### src/rtl/vacancy_display_ctrl.sv
`timescale 1ns / 1ps
// -----------------------------------------------------------------------------
// vacancy_display_ctrl
//
// Purpose:
//   Counts occupied parking spaces from entry/exit sensor levels and derives
//   the free-space count and full/empty flags. It also sequences the 2-bit
//   display select that walks a downstream 4-bit mux through
//   free count -> free tag -> busy count -> busy tag. Each phase is shown for
//   DWELL clock cycles.
//
// Parameters:
//   CAPACITY  total spaces, 1..15 (counts are 4 bits wide)
//   DWELL     clock cycles per display phase, >= 1
//
// Ports:
//   clk      in   1  system clock, rising edge
//   reset    in   1  asynchronous, active-high; clears all state
//   car_in   in   1  entry sensor level, asynchronous to clk
//   car_out  in   1  exit sensor level, asynchronous to clk
//   hold     in   1  1 = freeze display sequencing (counts still update)
//   free     out  4  CAPACITY - busy
//   busy     out  4  occupied spaces, 0..CAPACITY
//   cont     out  2  display select: 00 free, 01 free tag, 10 busy, 11 busy tag
//   full     out  1  busy == CAPACITY
//   empty    out  1  busy == 0
//   reject   out  1  one-cycle pulse: entry while full, or exit while empty
// -----------------------------------------------------------------------------
module vacancy_display_ctrl #(
  parameter int unsigned CAPACITY = 9,
  parameter int unsigned DWELL    = 50000000
) (
  input  logic       clk,
  input  logic       reset,
  input  logic       car_in,
  input  logic       car_out,
  input  logic       hold,
  output logic [3:0] free,
  output logic [3:0] busy,
  output logic [1:0] cont,
  output logic       full,
  output logic       empty,
  output logic       reject
);

  localparam int unsigned    CW         = $clog2(DWELL + 1);
  localparam logic [3:0]     CAP4       = 4'(CAPACITY);
  localparam logic [CW-1:0]  DWELL_LAST = CW'(DWELL - 1);

  typedef enum logic [1:0] {
    S_FREE  = 2'b00,
    S_TAG_F = 2'b01,
    S_BUSY  = 2'b10,
    S_TAG_B = 2'b11
  } state_t;

  // ---------------------------------------------------------------------------
  // Sensor path. Bit 0 is the entry sensor, bit 1 the exit sensor.
  // r_sync1/r_sync2 form the two-flop synchronizer; r_dly is the previous
  // synchronized value, so a held level yields a single one-cycle edge.
  // ---------------------------------------------------------------------------
  logic [1:0] w_sensor_raw;
  logic [1:0] r_sync1;
  logic [1:0] r_sync2;
  logic [1:0] r_dly;
  logic       w_in_edge;
  logic       w_out_edge;

  assign w_sensor_raw = {car_out, car_in};

  always_ff @(posedge clk or posedge reset) begin
    if (reset) begin
      r_sync1 <= 2'b00;
      r_sync2 <= 2'b00;
      r_dly   <= 2'b00;
    end else begin
      r_sync1 <= w_sensor_raw;
      r_sync2 <= r_sync1;
      r_dly   <= r_sync2;
    end
  end

  assign w_in_edge  = r_sync2[0] & ~r_dly[0];
  assign w_out_edge = r_sync2[1] & ~r_dly[1];

  // ---------------------------------------------------------------------------
  // Occupancy counter. Simultaneous entry and exit edges cancel: the count is
  // unchanged, nothing is rejected and the display is not restarted.
  // ---------------------------------------------------------------------------
  logic [3:0] r_busy;
  logic [3:0] w_busy_next;
  logic       r_reject;
  logic       w_reject_next;
  logic       w_accept;

  always_comb begin
    w_busy_next   = r_busy;
    w_reject_next = 1'b0;
    w_accept      = 1'b0;
    if (w_in_edge && !w_out_edge) begin
      if (r_busy < CAP4) begin
        w_busy_next = r_busy + 4'd1;
        w_accept    = 1'b1;
      end else begin
        w_reject_next = 1'b1;
      end
    end else if (w_out_edge && !w_in_edge) begin
      if (r_busy != 4'd0) begin
        w_busy_next = r_busy - 4'd1;
        w_accept    = 1'b1;
      end else begin
        w_reject_next = 1'b1;
      end
    end
  end

  always_ff @(posedge clk or posedge reset) begin
    if (reset) begin
      r_busy   <= 4'd0;
      r_reject <= 1'b0;
    end else begin
      r_busy   <= w_busy_next;
      r_reject <= w_reject_next;
    end
  end

  // ---------------------------------------------------------------------------
  // Display sequencer. An accepted event jumps straight back to the free
  // count with a fresh dwell, so the new number is shown for a full phase
  // even while hold is asserted.
  // ---------------------------------------------------------------------------
  state_t        r_state;
  state_t        w_state_next;
  logic [CW-1:0] r_cnt;
  logic [CW-1:0] w_cnt_next;

  always_ff @(posedge clk or posedge reset) begin
    if (reset) begin
      r_state <= S_FREE;
      r_cnt   <= '0;
    end else begin
      r_state <= w_state_next;
      r_cnt   <= w_cnt_next;
    end
  end

  always_comb begin
    w_state_next = r_state;
    w_cnt_next   = r_cnt;
    if (w_accept) begin
      w_state_next = S_FREE;
      w_cnt_next   = '0;
    end else if (!hold) begin
      if (r_cnt == DWELL_LAST) begin
        w_cnt_next = '0;
        case (r_state)
          S_FREE:  w_state_next = S_TAG_F;
          S_TAG_F: w_state_next = S_BUSY;
          S_BUSY:  w_state_next = S_TAG_B;
          S_TAG_B: w_state_next = S_FREE;
          default: w_state_next = S_FREE;
        endcase
      end else begin
        w_cnt_next = r_cnt + CW'(1);
      end
    end
  end

  // ---------------------------------------------------------------------------
  // Outputs. cont comes directly from the state register, so it changes on
  // the same edge as busy when an event restarts the display. The flags and
  // free count decode from the busy register, so an asynchronous reset shows
  // up on every output without waiting for a clock.
  // ---------------------------------------------------------------------------
  assign busy   = r_busy;
  assign free   = CAP4 - r_busy;
  assign full   = (r_busy == CAP4);
  assign empty  = (r_busy == 4'd0);
  assign reject = r_reject;
  assign cont   = r_state;

endmodule

### config.mk
export PLATFORM = sky130hd
export DESIGN_NAME = vacancy_display_ctrl
export DESIGN_NICKNAME = d
export VERILOG_FILES = /design/src/rtl/vacancy_display_ctrl.sv
export SDC_FILE = /design/constraint.sdc
export NUM_CORES = 1
export LEC_CHECK = 0
export ABC_CLOCK_PERIOD_IN_PS = 2400
export CORE_MARGIN = 3
export CORE_UTILIZATION = 58
export DETAILED_ROUTE_END_ITERATION = 8
export PLACE_DENSITY_LB_ADDON = 0.12
export SLEW_MARGIN = 10
export SYNTH_ARGS = -nofsm -noshare
export SYNTH_HDL_FRONTEND = slang
export SYNTH_SLANG_ARGS = --single-unit
### constraint.sdc
create_clock -name clk -period 2.4 [get_ports clk]
set_clock_uncertainty 0.1 [all_clocks]
set_input_delay 0.48 -clock clk [delete_from_list [all_inputs] [get_ports clk]]
set_output_delay 0.48 -clock clk [all_outputs]
set_load 0.01 [all_outputs]
-- Word level (Yosys, flattened, before mapping)
Index checks and enable logic that the tools add are counted.
- memories kept: 0
- input bits: 5
- register bits: 39
- latch bits: 0
- bits in read-only memories: 0
- memory bits (writable): 0
- equality and inequality tests: 7
- $add $sub $neg: 4
- $lt $le $gt $ge: 1
- div/mod/pow operators: 0
- bitwise logic cells: 4
- muxes and demuxes: 19
- reductions and logical operators: 12
- shift operators: 0
- multipliers: 0
- operators with widths (operator ; number):
    26-bit two-way mux ; 3
    26-bit by 1-bit adder with 26-bit output (second input constant) ; 1
    26-bit equality test (second input constant) ; 1
    4-bit two-way mux ; 4
    1-bit two-way mux ; 8
    2-bit one-hot mux with 4 select lines ; 1
    2-bit two-way mux ; 3
    2-bit nonzero test ; 3
    4-bit by 1-bit adder with 4-bit output (second input constant) ; 1
    2-bit equality test (second input constant) ; 2
    4-bit equality test (second input constant) ; 1
    4-bit zero test ; 1
    4-bit < comparator (second input constant) ; 1
    2-bit by 1-bit != test with 1-bit output (second input constant) ; 2
    4-bit nonzero test ; 1
    4-bit by 1-bit subtractor with 4-bit output (second input constant) ; 1
    4-bit subtractor (first input constant) ; 1
    3-bit AND reduction ; 1
    1-bit bitwise AND ; 2
    2-bit by 1-bit equality test with 1-bit output (second input constant) ; 1
    1-bit logical AND ; 2
    1-bit zero test ; 2
    2-bit zero test ; 1
    1-bit inverter ; 2
    2-bit AND reduction ; 1

-- Logic depth before layout (Yosys ltp)
- depth in word-level cells: 8
- depth in mapped cells: 9
- mapped depth without buffers: 9

-- Worst setup path before layout
No wires, ideal clock.
- kind: register to register
- start: register r_busy[0] (netlist: busy[0])
- end: register r_busy[1] (netlist: busy[1])
- stages on the path, launching flop included: 7
- clock period less this slack: 2175 ps
- required time: 2175 ps
- path buffers: 2
- data arrival time: 1950 ps
- slack: 225 ps
- cell sequence: dfrtp_1 buf_2 nor4_1 o2bb2ai_1 or2_2 clkbuf_1 mux2_2
- longest elaborated chain between the ends: 4
- ends and longest elaborated chain (what ; line ; text):
    from (decl) ; 90 ; logic [3:0] r_busy;
    from (signal assigned) ; 122 ; r_busy <= w_busy_next;
    4-bit by 1-bit subtractor with 4-bit output ; 109 ; w_busy_next = r_busy - 4'd1;
    4-bit two-way mux ; 108 ; if (r_busy != 4'd0) begin
    4-bit two-way mux ; 107 ; end else if (w_out_edge && !w_in_edge) begin
    4-bit two-way mux ; 100 ; if (w_in_edge && !w_out_edge) begin
Several ways; a longest one is shown, not always the timed one. The select of a mux whose other input is x is not followed.
A chain may end at the register's enable or synchronous reset.

-- Worst setup path after layout
- start: register r_busy[2] (netlist: busy[2])
- end: output full
- longest elaborated chain between the ends: 1
- ends and longest elaborated chain (what ; line ; text):
    4-bit equality test ; 177 ; assign full = (r_busy == CAP4);
    to (decl) ; 41 ; output logic full,
No other way between the ends.

==> flow_summary.toml <==
[pwr]
power_density_nw_per_um2 = 781
total_leakage_power_nw = 1.14
ir_worst_vdd_mv = 0.653

[sta]
slew_headroom = 0.673
hold_viol = 0
rsz0062_at_grt = "no"
setup_viol = 0
period_needed_ns = 2.31
setup_slack_ns = 0.0894
period_share = 0.963
clock.fmax_mhz = 433
drv_slew = 0
setup_tns_ns = 0
worstMarginPinSlew_ns = 0.490

[route]
dr_wl_met2_mm = 2.30
num_vias = 1854
highest-signal-layer = "met4"
m1WireLength_mm = 2.21
via_per_inst = 5.83
drt_iter0_drc = 185
wl_mm = 4.83
routedWlPerCell_um = 15.2
firstDrtPassIters = 4
met3WireLength_um = 252
postRouteAntennaNets = 0
route.detailed.drc = 0

[hold_path]
min_path_type = "reg -> reg"

[final_layout]
diodes = 0
syn_to_final_growth_pct = 16.6
fin_nets = 284
nFillCells = 282
drive_above_1_share = 0.148

[synthesis]
synth.area.top_cells = "dfrtp_1 (42%), ha_1 (4.8%), nor2_1 (4.5%)"
synth_cells = 245
synth_top_area_share = 0.417
yosysWarnings = 0
ys_types = 51
synth_common_cells = "dfrtp_1 (39), nor2_1 (28), nand2_1 (16)"
ys_seq_area_frac = 0.417
synth_most_common_cell = "dfrtp_1"
synth-edff-count = 0
synth_nets = 260
synth_top_cell_by_area = "dfrtp_1"
syn_avg_cell_area_sq_um = 9.56
async_reset_ff_frac = 1.00
ys.flop_type = "dfrtp_1"
ys_ff_latch = 39
syn-cell-area_sq_um = 2340

[clock_tree]
clk_pin_slew_ns = 0.08
clk_path_buf_depth = 2
cts_tree = "built"
cts-root-buf = "clkbuf_8"
cts.sinks = 39
h-tree-depth = 2
cts_buffers = 5
insertion_delay_ns = 0.29

[critical_path]
arrival_ns = 1.73
cp-start-kind = "register"
required_ns = 1.82
path_class = "reg -> out"
path_max_fanout = 4
worstSetupEndpointType = "output port"

[floorplanning]
die_area_sq_um = 4840
ios = 18
num_rows = 22
die_w_um = 69.6
die_h_um = 69.6
start_util = 0.621
core_region_area_sq_um = 3770

[global_route]
antenna_found_initial = 0
overflow = 0
grt_pass1_vias = 1858
grt_use_total = 0.216
grt_max_degree = 40
grt_pass1_wl_mm = 8.53

[placed_design]
post-dp-hpwl_mm = 3.41
gp_congestion = 0.884
io_buffers = 17
dp_slack_ns = 0.0424

[outcome]
status = "complete, no violations"

[job]
maxCapViolCount = 0
-- power breakdown --
group	total, W	switching (W)	internal (W)
sequential	0.000832	0.0000978	0.000735
combinational	0.000754	0.000379	0.000375
clock	0.000546	0.000237	0.000309
total	0.00213	0.000713	0.00142
-- area by class of cell --
cell class                 count  area [sq um]  area share
inverter                      11          41.3      0.0151
clock buffer                   5          68.8      0.0252
sequential                    39           977       0.358
tap                           48          60.1      0.0220
clock inverter                 3          43.8      0.0160
multi-input combinational    181          1260       0.462
timing repair buffer          31           277       0.101
-- per-stage QoR --
stage	total power (W)	util	hold slack (ns)	std cells	cell area (sq um)
floorplan	0.00126	-	0.231	245	2340
global placement	0.00153	0.683	0.233	309	2570
detailed placement	0.00157	0.683	0.235	309	2570
CTS	0.00210	0.714	0.252	317	2690
global route	0.00227	0.724	0.274	318	2730
finish	0.00213	0.724	0.251	318	2730
-- repair_timing --
action / in CTS / in global routing
setup endpoints to repair: 2 / 13
hold buffers: 0 / 0
setup buffers: 0 / 1
resized for setup: 3 / 6
cloned: 0 / 0
-- worst paths after layout --
check	from	to	slack, ns	cells after the start
setup reg to reg	busy[1]$_DFFE_PP0P_	r_cnt[17]$_DFFE_PP0P_	0.17	7
max in group asynchronous	reset	busy[2]$_DFFE_PP0P_	1.34	3
hold / removal	r_sync1[1]$_DFF_PP0_	r_sync2[1]$_DFF_PP0_	0.25	0
setup / recovery	busy[2]$_DFFE_PP0P_	full	0.09	4
hold reg to reg	r_sync1[1]$_DFF_PP0_	r_sync2[1]$_DFF_PP0_	0.25	0
min in group asynchronous	reset	reject$_DFF_PP0_	0.50	3
-- cells by family after synthesis --
family,share of synthesized area
AND/OR/NAND/NOR,0.267
multiplexers,0.0134
XOR/XNOR,0.0710
AO/OA/AOI/OAI,0.117
buffers and inverters,0.0582
adder cells (fa/ha/maj),0.0566
flip-flops,0.417
-- per-layer routing --
| layer | GRT usage | up-vias |
|---|---|---|
| met5 | 0 | - |
| met4 | 0.0564 | 0 |
| met3 | 0.0435 | 4 |
| met2 | 0.329 | 46 |
| met1 | 0.313 | 886 |
| li1 | - | 918 |
-- cell usage in the layout, fill, tap and decap left out, types with 9 or more instances in the layout --
cell type / count
a21oi_1: 10
xnor2_1: 12
buf_4: 14
nand4_1: 9
inv_1: 11
clkdlybuf4s50_1: 15
dfrtp_1: 38
nand2_1: 16
nand3_1: 15
nor2_1: 28
-- critical path: stages (launching register included) --
cell and delay, ns:
dfrtp_2 0.44, inv_1 0.09, ha_2 0.23, and3_1 0.16, clkdlybuf4s50_1 0.53
-- sequential cells by signal, summed over array words and instances, names as in the netlist --
name     cells
cont         2
r_sync2      2
r_sync1      2
reject       1
busy         4
r_cnt       26
r_dly        2
Note: power is estimated with default switching activity, not from simulation.
